<file path="src/rtl/tick_pkg.sv">
// Shared constants and helpers for the tick scheduler (tick_sched, tick_div).
package tick_pkg;

   localparam int DEF_CLK_PER_TICK = 1000000;
   localparam int DEF_PW           = 8;

   // Index width that never collapses to zero bits for n <= 2.
   function automatic int idx_w(input int n);
      return (n > 2) ? $clog2(n) : 1;
   endfunction

endpackage

</file>
<file path="src/rtl/tick_div.sv">
// Base-tick divider: counts 0..CLK_PER_TICK-1 and flags the last count as tick.
module tick_div
   import tick_pkg::*;
#(
   parameter int CLK_PER_TICK = DEF_CLK_PER_TICK
) (
   input  logic clk,
   input  logic rst_n,
   output logic tick
);

   localparam int            CW   = idx_w(CLK_PER_TICK);
   localparam logic [CW-1:0] LAST = CW'(CLK_PER_TICK - 1);

   logic [CW-1:0] cnt_q, cnt_d;
   logic          wrap;

   always_comb begin
      wrap  = (cnt_q == LAST);
      cnt_d = wrap ? '0 : cnt_q + CW'(1);
   end

   // Gated with rst_n so tick stays low throughout reset.
   assign tick = wrap & rst_n;

   always_ff @(posedge clk or negedge rst_n) begin
      if (!rst_n) cnt_q <= '0;
      else        cnt_q <= cnt_d;
   end

endmodule

</file>
<file path="src/rtl/tick_sched.sv">
// Multi-channel periodic scheduler keyed on a base tick.
// Define TICK_SCHED_EXT_TICK_EN to take the tick from input ext_tick instead of tick_div.
module tick_sched
   import tick_pkg::*;
#(
   parameter int CLK_PER_TICK = DEF_CLK_PER_TICK,
   parameter int NCH          = 4,
   parameter int PW           = DEF_PW
) (
   input  logic                  clk,
   input  logic                  rst_n,
`ifdef TICK_SCHED_EXT_TICK_EN
   input  logic                  ext_tick,
`endif
   input  logic                  ld_valid,
   output logic                  ld_ready,
   input  logic [idx_w(NCH)-1:0] ld_ch,
   input  logic [PW-1:0]         ld_period,
   output logic [NCH-1:0]        fire,
   output logic                  tick,
   output logic                  active
);

   localparam int CW = idx_w(NCH);

   logic [NCH-1:0][PW-1:0] per_q, per_d;
   logic [NCH-1:0][PW-1:0] cnt_q, cnt_d;
   logic [NCH-1:0]         fire_q, fire_d;
   logic                   active_q;
   logic                   ld_acc;

`ifdef TICK_SCHED_EXT_TICK_EN
   assign tick = ext_tick & rst_n;
`else
   tick_div #(
      .CLK_PER_TICK(CLK_PER_TICK)
   ) u_div (
      .clk  (clk),
      .rst_n(rst_n),
      .tick (tick)
   );
`endif

   // Loads stall on the tick cycle so a load never races a countdown update.
   assign ld_ready = ~tick;
   assign ld_acc   = ld_valid & ld_ready;

   always_comb begin
      per_d  = per_q;
      cnt_d  = cnt_q;
      fire_d = '0;
      for (int i = 0; i < NCH; i++) begin
         if (ld_acc && (ld_ch == CW'(i))) begin
            per_d[i] = ld_period;
            cnt_d[i] = ld_period;
         end else if (tick && (per_q[i] != '0)) begin
            if (cnt_q[i] <= PW'(1)) begin
               cnt_d[i]  = per_q[i];
               fire_d[i] = 1'b1;
            end else begin
               cnt_d[i] = cnt_q[i] - PW'(1);
            end
         end
      end
   end

   always_ff @(posedge clk or negedge rst_n) begin
      if (!rst_n) begin
         per_q    <= '0;
         cnt_q    <= '0;
         fire_q   <= '0;
         active_q <= 1'b0;
      end else begin
         per_q    <= per_d;
         cnt_q    <= cnt_d;
         fire_q   <= fire_d;
         active_q <= (per_q != '0);
      end
   end

   assign fire   = fire_q;
   assign active = active_q;

endmodule

</file>
<file path="config.mk">
export PLATFORM = sky130hd
export DESIGN_NAME = tick_sched
export DESIGN_NICKNAME = d
export VERILOG_FILES = /design/src/rtl/tick_pkg.sv /design/src/rtl/tick_div.sv /design/src/rtl/tick_sched.sv
export SDC_FILE = /design/constraint.sdc
export NUM_CORES = 1
export LEC_CHECK = 0
export ABC_AREA = 1
export CORE_UTILIZATION = 45
export CTS_BUF_LIST = sky130_fd_sc_hd__clkbuf_4 sky130_fd_sc_hd__clkbuf_8 sky130_fd_sc_hd__clkbuf_16
export DETAILED_ROUTE_END_ITERATION = 6
export PLACE_DENSITY = 0.65
export SYNTH_ARGS = -nofsm -noshare
export SYNTH_HDL_FRONTEND = slang
export SYNTH_SLANG_ARGS = --single-unit
</file>
<file path="constraint.sdc">
create_clock -name clk -period 4.45 [get_ports clk]
set_clock_uncertainty 0.05 [all_clocks]
set_input_delay 1.335 -clock clk [delete_from_list [all_inputs] [get_ports clk]]
set_output_delay 1.335 -clock clk [all_outputs]
set_load 0.005 [all_outputs]
</file>
======== Word level (Yosys, flattened, before mapping) ========
Cells that the tools add are included.
word-level totals
  register bits after elaboration ......... 89
  input port bits ......................... 13
operators by class
  add/sub/neg operators ................... 5
  $lt $le $gt $ge ......................... 4
  equality and inequality tests ........... 4
  mux-type cells .......................... 25
  bitwise operators ....................... 3
  reductions and logical operators ........ 18
operators by type and width
  kind                     count
  $mux W8                  12
  $le A8 B1 Y1 const B     4
  $reduce_bool A32 Y1      1
  $reduce_bool A8 Y1       4
  $sub A8 B1 Y8 const B    4
  $add A20 B1 Y20 const B  1
  $eq A20 B20 Y1 const B   1
  $mux W20                 1
  $mux W1                  12
  $logic_and A1 B1 Y1      8
  $reduce_bool A2 Y1       4
  $eq A2 B2 Y1 const B     2
  $and A1 B1 Y1            2
  $eq A2 B1 Y1 const B     1
  $logic_not A2 Y1         1
  $not A1 Y1               1

======== Logic depth before layout (Yosys ltp) ========
Gate-level depths: netlist of run 1.
  word-level depth ........................ 6
  gate-level depth with buffers ........... 12
  depth with buffers taken out ............ 12

======== By module ========
Synthesis of run 1 repeated with hierarchy kept, for this count alone.
second synthesis, totals
  cells, all modules ...................... 723
  area, all modules ....................... 5311.3 um2
modules (own cells, without submodules)
  module      instances  cells each  area each (um2)
  tick_sched  1          575         4108.9
  tick_div    1          148         1202.4

======== Least setup slack after synthesis of run 1 ========
OpenSTA, ideal clock, no wires.
  path kind ............................... input to output
  start point ............................. input port rst_n
  end point ............................... output port tick
  arrival time ............................ 1789 ps
  setup slack ............................. 1276 ps
  stages on the path ...................... 3
  buffers on the path ..................... 1
  path through ............................ buf_2 nand4_4 inv_1
on the way
  cells in the longest elaborated chain, start to end .. 1
ends and longest elaborated chain
  item                line              source
  start: declaration  tick_sched.sv:11  input logic rst_n,
  $and A1 B1 Y1       tick_div.sv:24    assign tick = wrap & rst_n;
  end: declaration    tick_sched.sv:20  output logic tick,
Every way passes these cells.

======== Final worst setup path of run 1 ========
  start point ............................. register u_div.cnt_q[0]
  end point ............................... output port tick
on the way
  cells in the longest elaborated chain, start to end .. 2
ends and longest elaborated chain
  item                      line            source
  start: declaration        tick_div.sv:15  logic [CW-1:0] cnt_q, cnt_d;
  start signal: assignment  tick_div.sv:28  else cnt_q <= cnt_d;
  $eq A20 B20 Y1            tick_div.sv:19  wrap = (cnt_q == LAST);
  $and A1 B1 Y1             tick_div.sv:24
Every way passes these cells.

==> summary.md, run 1 <==
| Metric | Value |
|---|---|
| Ys async rst share | 100% |
| Vias in the first global route | about 4700 |
| Average size of a mapped cell | around 7.4 sq um |
| Req. time, crit path | just over 3 ns |
| RR Endpoint | cnt_q[20]$_DFFE_PN0P_ |
| CORE AREA | approximately 11000 sq um |
| CP endpoint kind | output pin |
| Hold endpoint | u_div.cnt_q[0]$_DFF_PN0_ |
| Power per cell area | between 300 and 400 nW/um^2 |
| CP Buf/Inv Count | 2 |
| Net Count, Synth | roughly 740 |
| Synth cell count leaders | nand2_1 (198), nand3_1 (112), dfrtp_1 (89) |
| Layout cells sized above 1 | under 10% |
| Post-Place Cells | 868 |
| Outcome | completed |
| CTS Buf Count | 9 |
| Register area share after synthesis | around two fifths |
| PortBufs | 19 |
| Wire per inst | between 10 and 15 um |
| Die area | 12200 sq um |
| Total track usage | 22.5% |
| # rows | 39 |
| Initial detailed-routing violation count | 383 |
| Yosys top cell area share | 42.0% |
| Hold Vio Cnt, Final | 0 |
| Startpoint types | flop |
| Total iterations of the first detailed-routing run | 5 |
| Final wirelength | ~13000 um |
| Worst path arrival time | ~2.2 ns |
| Reg2reg setup slack | 1.94 ns |
| Number of warnings issued by yosys | 0 |
| Antenna-violating nets left | 0 |
| Prevailing post-synth register cell | dfrtp_1 |
| Crit-path cells | ha_1 > nand3_1 > nor2_4 > nand4_4 > inv_1 > clkdlybuf4s50_1 |
| Crit path max-delay family | simple AND/OR/NAND/NOR gates |
| Die W | between 100 and 150 um |
| Vias | 4838 |
| Critical path class | reg2out |
| Clock latency at the later pin of the worst-skew pair | ~0.34 ns |
| CP max stage delay | roughly 0.49 ns |
| Overall power | between 2 and 2.5 mW |
| Leading cell types by total area after synthesis | dfrtp_1 (42%), nand2_1 (14%), nand3_1 (11%) |
| EDFF count, synth | 0 |
| Cell variety after synth | 39 |
| Util after Layout | 51.6% |
| DPL Wire Length | 9410 um |
| Initial antenna violation count | 0 |
| Final min period | roughly 3.6 ns |
| Hold Crit Class | reg2reg |
| RR Startpoint | u_div.cnt_q[0]$_DFF_PN0_ |
| FMAX | 278 MHz |
| Worst-path fanout max | 8 |
| Reg2reg path depth | 10 |
| Diode count | 0 |
| Synthesized area | around 5300 sq um |
| Non-filler instance count after layout | 884 |
| Top Layer Used | met4 |
| Gpl congestion | approximately 0.9 |
| FF+latch count, synth | ~90 |
| Post-CTS sizing | 0 |
| Area leader, netlist | dfrtp_1 |
| Most numerous cell in the Yosys netlist | nand2_1 |
| Die height | around 110 um |
| Met3 WL | around 660 um |
| Clk sinks | a little under 90 |
| Slowest-stage cell, CP | clkdlybuf4s50_1 |
| Final number of setup-violating endpoints | 0 |
| Post-detailed-route via-to-cell ratio | 5.47 |
| Post-Route Setup TNS | 0 ns |
| Worst-path clk slew | about 0.060 ns |
| Final period util | 80.9% |
| Total grt overflow | 0 |
| TritonCTS clock tree | yes |
| Leak | between 3 and 4 nW |
| First-pass GRT wire length | 22400 um |
| Fin. max-slew vios | 0 |
| Hold Buf Count CTS | 0 |
| Max VDD drop | roughly 0.24 mV |
| M1 WL | 6090 um |
| Hold_ws | just over 0.4 ns |
| # IOs | 20 |
| Max clock buf depth | 2 |
| Layout area overhead | 11.6% |
| Gate Count Post-Synth | just over 700 |
| H-tree Lvls | 3 |
| Setup bufs post-CTS | 0 |
| Met2 wire length | 6080 um |
| Initial Utilization | 46.3% |
| Root Driver | clkbuf_16 |
| Drt drc | 0 |
| Hold Path Depth | 1 |
| Max-Cap Viols | 0 |
| Largest net degree at the start of global routing | between 60 and 70 |
| Max transition margin | about 47% |
| Fin nets | ~760 |
| Min-Delay Startpoint | u_div.cnt_q[0]$_DFF_PN0_ |
| Slew @ Worst Pin | 0.800 ns |
| RSZ-0062 raised after global routing | no |
==> worst reg2reg max path, stage by stage (launching register included) <==
cell and delay (ns):
dfrtp_1 0.37, ha_1 0.22, nand2_2 0.08, nor2_4 0.13, nand2_2 0.10, nor2_4 0.12
nand3_2 0.55, buf_4 0.45, nand3_4 0.17, nand3_1 0.10, nand3_1 0.09
==> logic make-up (layout without fill, tap and decap cells) <==
kind of cell,after synthesis,in the layout,share of synthesized area [%]
buffers and inverters,98,120,7.69
AO/OA/AOI/OAI,33,33,3.37
AND/OR/NAND/NOR,476,476,42.5
adder cells (fa/ha/maj),9,9,2.12
flip-flops,89,89,42.0
XOR/XNOR,14,14,2.31
==> state kept, by name, indices dropped and copies added (netlist names) <==
signal,cells
active,1
cnt_q,32
fire,4
per_q,32
u_div.cnt_q,20
==> report_power, final <==
| part | internal, mW | switching (mW) |
|---|---|---|
| combinational | 0.163 | 0.273 |
| sequential | 0.902 | 0.0850 |
| clock | 0.479 | 0.327 |
==> per-layer routing <==
| metal | vias up | global-route usage [%] |
|---|---|---|
| met5 | - | 0 |
| met4 | 0 | 8.53 |
| met3 | 20 | 2.74 |
| met2 | 144 | 36.0 |
| met1 | 2283 | 31.3 |
| li1 | 2391 | - |
==> metrics by stage <==
stage / setup WS, ns / instance area, sq um
after floorplan: 1.28 / 5310
after global placement: 0.853 / 5600
after detailed placement: 0.857 / 5600
after CTS: 0.825 / 5920
after global routing: 0.694 / 5920
final: 0.851 / 5920
==> layout by cell type (no fill, tap or decap), types with 2 or more instances in the layout <==
cell type / count
a21oi_1: 10
a31oi_1: 2
buf_4: 6
clkbuf_16: 9
clkbuf_8: 2
clkdlybuf4s50_1: 18
dfrtp_1: 89
ha_1: 9
inv_1: 78
inv_6: 3
nand2_1: 198
nand2_2: 3
nand3_1: 112
nand3_2: 2
nand3_4: 3
nand3b_1: 2
nand4_1: 44
nand4_2: 4
nor2_1: 81
nor2_2: 3
nor2_4: 6
nor3_1: 5
nor3_2: 2
o21ai_0: 16
or2_2: 5
xnor2_1: 3
xor2_1: 11
==> how the worst max path moves through the flow <==
stage / start / end / slack (ns) / cells past startpoint
finish: u_div.cnt_q[0]$_DFF_PN0_ / tick / 0.85 / 6
detailed placement: rst_n / tick / 0.86 / 4
CTS: u_div.cnt_q[0]$_DFF_PN0_ / tick / 0.83 / 6
floorplan: rst_n / tick / 1.28 / 3
global route: u_div.cnt_q[0]$_DFF_PN0_ / tick / 0.69 / 6
global placement: rst_n / tick / 0.85 / 4
==> cell type report <==
cell class / count / area [sq um]
Fill cell: 1094 / 5550
Timing Repair Buffer: 24 / 225
Tap cell: 143 / 179
Multi-Input combinational cell: 532 / 2670
Inverter: 80 / 300
Sequential cell: 89 / 2230
Clock inverter: 4 / 56.3
Clock buffer: 12 / 260
Power figures use the tool's default switching activity.
==> run 2: changes to the inputs <==
PLACE_DENSITY = 0.67   (was 0.65)
clock period = 3.12 ns   (was 4.45 ns; I/O delays follow)
==> run 2 against run 1 <==
Compared with the run above:
- the run now ends with DRC left
- hold slack got worse by 0.0012 ns
- count of clock-buffer cells in the layout fell by 3
- critical path depth did not move
- clock power grew 36%
- largest power group unchanged
- highest routed layer unchanged
==> summary.md, run 2 (synthesized netlist as in run 1, its figures left out) <==
| Metric | Value |
|---|---|
| GR Util met1 | around a third |
| Clk sinks | between 80 and 90 |
| Gr busiest metal | met2 |
| CP Buf/Inv Count | 2 |
| Max VDD drop | between 0.2 and 0.3 mV |
| Worst path arrival time | about 2.0 ns |
| FMAX | 332 MHz |
| Met3 usage | 3.57% |
| PnR worst setup slack | around 0.11 ns |
| Clock latency at the later pin of the worst-skew pair | roughly 0.35 ns |
| Fin. max-slew vios | 0 |
| First-pass GRT wire length | approximately 22000 um |
| Root Driver | clkbuf_16 |
| P_sw | between 0.9 and 1 mW |
| Critical path class | reg2out |
| Post-Route Setup TNS | 0 ns |
| Crit. path cell count | 6 |
| Initial Utilization | a little under half |
| Fin nets | ~760 |
| CP max stage delay | roughly 0.5 ns |
| # IOs | 20 |
| Total grt overflow | 0 |
| Outcome | finished, violations left |
| Worst-path fanout max | 5 |
| Final min period | 3.01 ns |
| Crit path max-delay family | buffers and inverters |
| Crit-path cells | ha_1 > nand3_2 > nor2_4 > nand4_4 > inv_1 > clkdlybuf4s50_1 |
| Total iterations of the first detailed-routing run | 7 |
| Commonest non-fill, non-tap cell in the layout | nand2_1 |
| Vias | 4876 |
| Vias in the first global route | between 4000 and 5000 |
| RSZ-0062 raised after global routing | no |
| Hold Crit Class | reg2reg |
| Fillers | 1073 |
| Req. time, crit path | approximately 2.1 ns |
| Register area | about 2200 sq um |
| Grt met2 use | roughly 33% |
| Flop pwr share | ~45% |
| Biggest regs | cnt_q x32, per_q x32, u_div.cnt_q x20 |
| Comb power frac | between 20% and 30% |
| # rows | 39 |
| Max-Cap Viols | 0 |
| Leak | roughly 3 nW |
| Commonest cells after routing, fill and taps aside | nand2_1 (198), nand3_1 (111), dfrtp_1 (89), nor2_1 (79), inv_1 (78) |
| Reg2reg path depth | 9 |
| Gpl congestion | ~0.88 |
| Power per cell area | 525 nW/um^2 |
| Die height | ~110 um |
| Dpl ws | between 0.2 and 0.3 ns |
| TritonCTS clock tree | yes |
| Final number of setup-violating endpoints | 0 |
| Slew @ Worst Pin | between 0.6 and 0.7 ns |
| Startpoint types | flop |
| CP endpoint kind | output pin |
| Hold Path Depth | 1 |
| H-tree Lvls | 3 |
| Wire per inst | ~14 um |
| PortBufs | 19 |
| Clock power frac | about a third |
| Internal | roughly 2.1 mW |
| Hold Vio Cnt, Final | 0 |
| Post-detailed-route via-to-cell ratio | ~5.5 |
| CORE AREA | 11500 sq um |
| Drt drc | 5 |
| DPL Wire Length | 9140 um |
| Initial antenna violation count | 0 |
| Die area | around 12000 sq um |
| Layout area overhead | 12.7% |
| Largest net degree at the start of global routing | 94 |
| Max transition margin | 53.9% |
| Diode count | 0 |
| Total track usage | between 20% and 30% |
| Layout cells sized above 1 | 8.17% |
| Final period util | between 90% and 100% |
| CTS Buf Count | 9 |
| Slowest-stage cell, CP | clkdlybuf4s50_1 |
| Max clock buf depth | 2 |
| Final wirelength | 12800 um |
| Initial detailed-routing violation count | 430 |
| Antenna-violating nets left | 0 |
| Worst-path clk slew | about 0.060 ns |
| Failing checks | DRC |
| Sw frac | a little under a third |
| Die W | between 100 and 150 um |
| Multi-input logic area | roughly 2700 sq um |
[run 2: changes by cell type in the layout (fill, tap and decap cells not counted), moves of 2 or more]
cell,before,now
buf_4,6,10
nor2_1,81,79
clkinv_2,0,3
inv_6,3,1
nor2_2,3,5
buf_12,0,2
clkbuf_8,2,0
[run 2: final timing paths]
path | startpoint | end | slack, ns
setup / recovery | u_div.cnt_q[0]$_DFF_PN0_ | tick | 0.11
hold / removal | u_div.cnt_q[0]$_DFF_PN0_ | u_div.cnt_q[0]$_DFF_PN0_ | 0.41
setup reg to reg | u_div.cnt_q[0]$_DFF_PN0_ | cnt_q[4]$_DFFE_PN0P_ | 0.65
hold reg to reg | u_div.cnt_q[0]$_DFF_PN0_ | u_div.cnt_q[0]$_DFF_PN0_ | 0.41
max in group asynchronous | rst_n | cnt_q[18]$_DFFE_PN0P_ | 1.98
min in group asynchronous | rst_n | cnt_q[15]$_DFFE_PN0P_ | 0.61
[run 2: cell type report]
cell class	count	area share, %
flip-flops and latches	89	37.3
repair buffers	30	4.94
clock inverters	7	1.17
inverters	80	5.02
clock buffers	9	3.77
multi-input cells	532	44.8
well taps	143	2.99
[run 2: repair_timing]
| action | in CTS | in global routing |
|---|---|---|
| gates resized for setup | 0 | 3 |
| endpoints found under the setup margin | 0 | 2 |
| hold buffers | 0 | 0 |
| buffers inserted | 0 | 0 |
[run 2: through the flow]
step           hold WS, ns  util (%)  std cells  power [mW]  cell area, sq um
6_report             0.407      52.1        890        3.14              5980
3_3_place_gp         0.393      49.5        874        2.03              5670
4_1_cts              0.410      52.0        890        3.15              5970
3_5_place_dp         0.402      49.5        874        2.05              5670
5_1_grt              0.458      52.1        890        3.32              5980
2_1_floorplan        0.381         -        719        1.87              5310
[run 2: power by group through the flow]
stage                     Sequential [mW]  Clock, mW  Combinational, mW
after detailed placement             1.42          0              0.627
final                                1.41       1.10              0.633
after floorplan                      1.39          0              0.480
after global placement               1.42          0              0.608
after global routing                 1.42       1.16              0.729
after CTS                            1.40       1.12              0.630
[run 2: routing by layer]
metal  wire length [um]  vias up
met5                  0        -
met4                216        0
met3                593       15
met2               5660      134
met1               6360     2327
li1                   -     2400
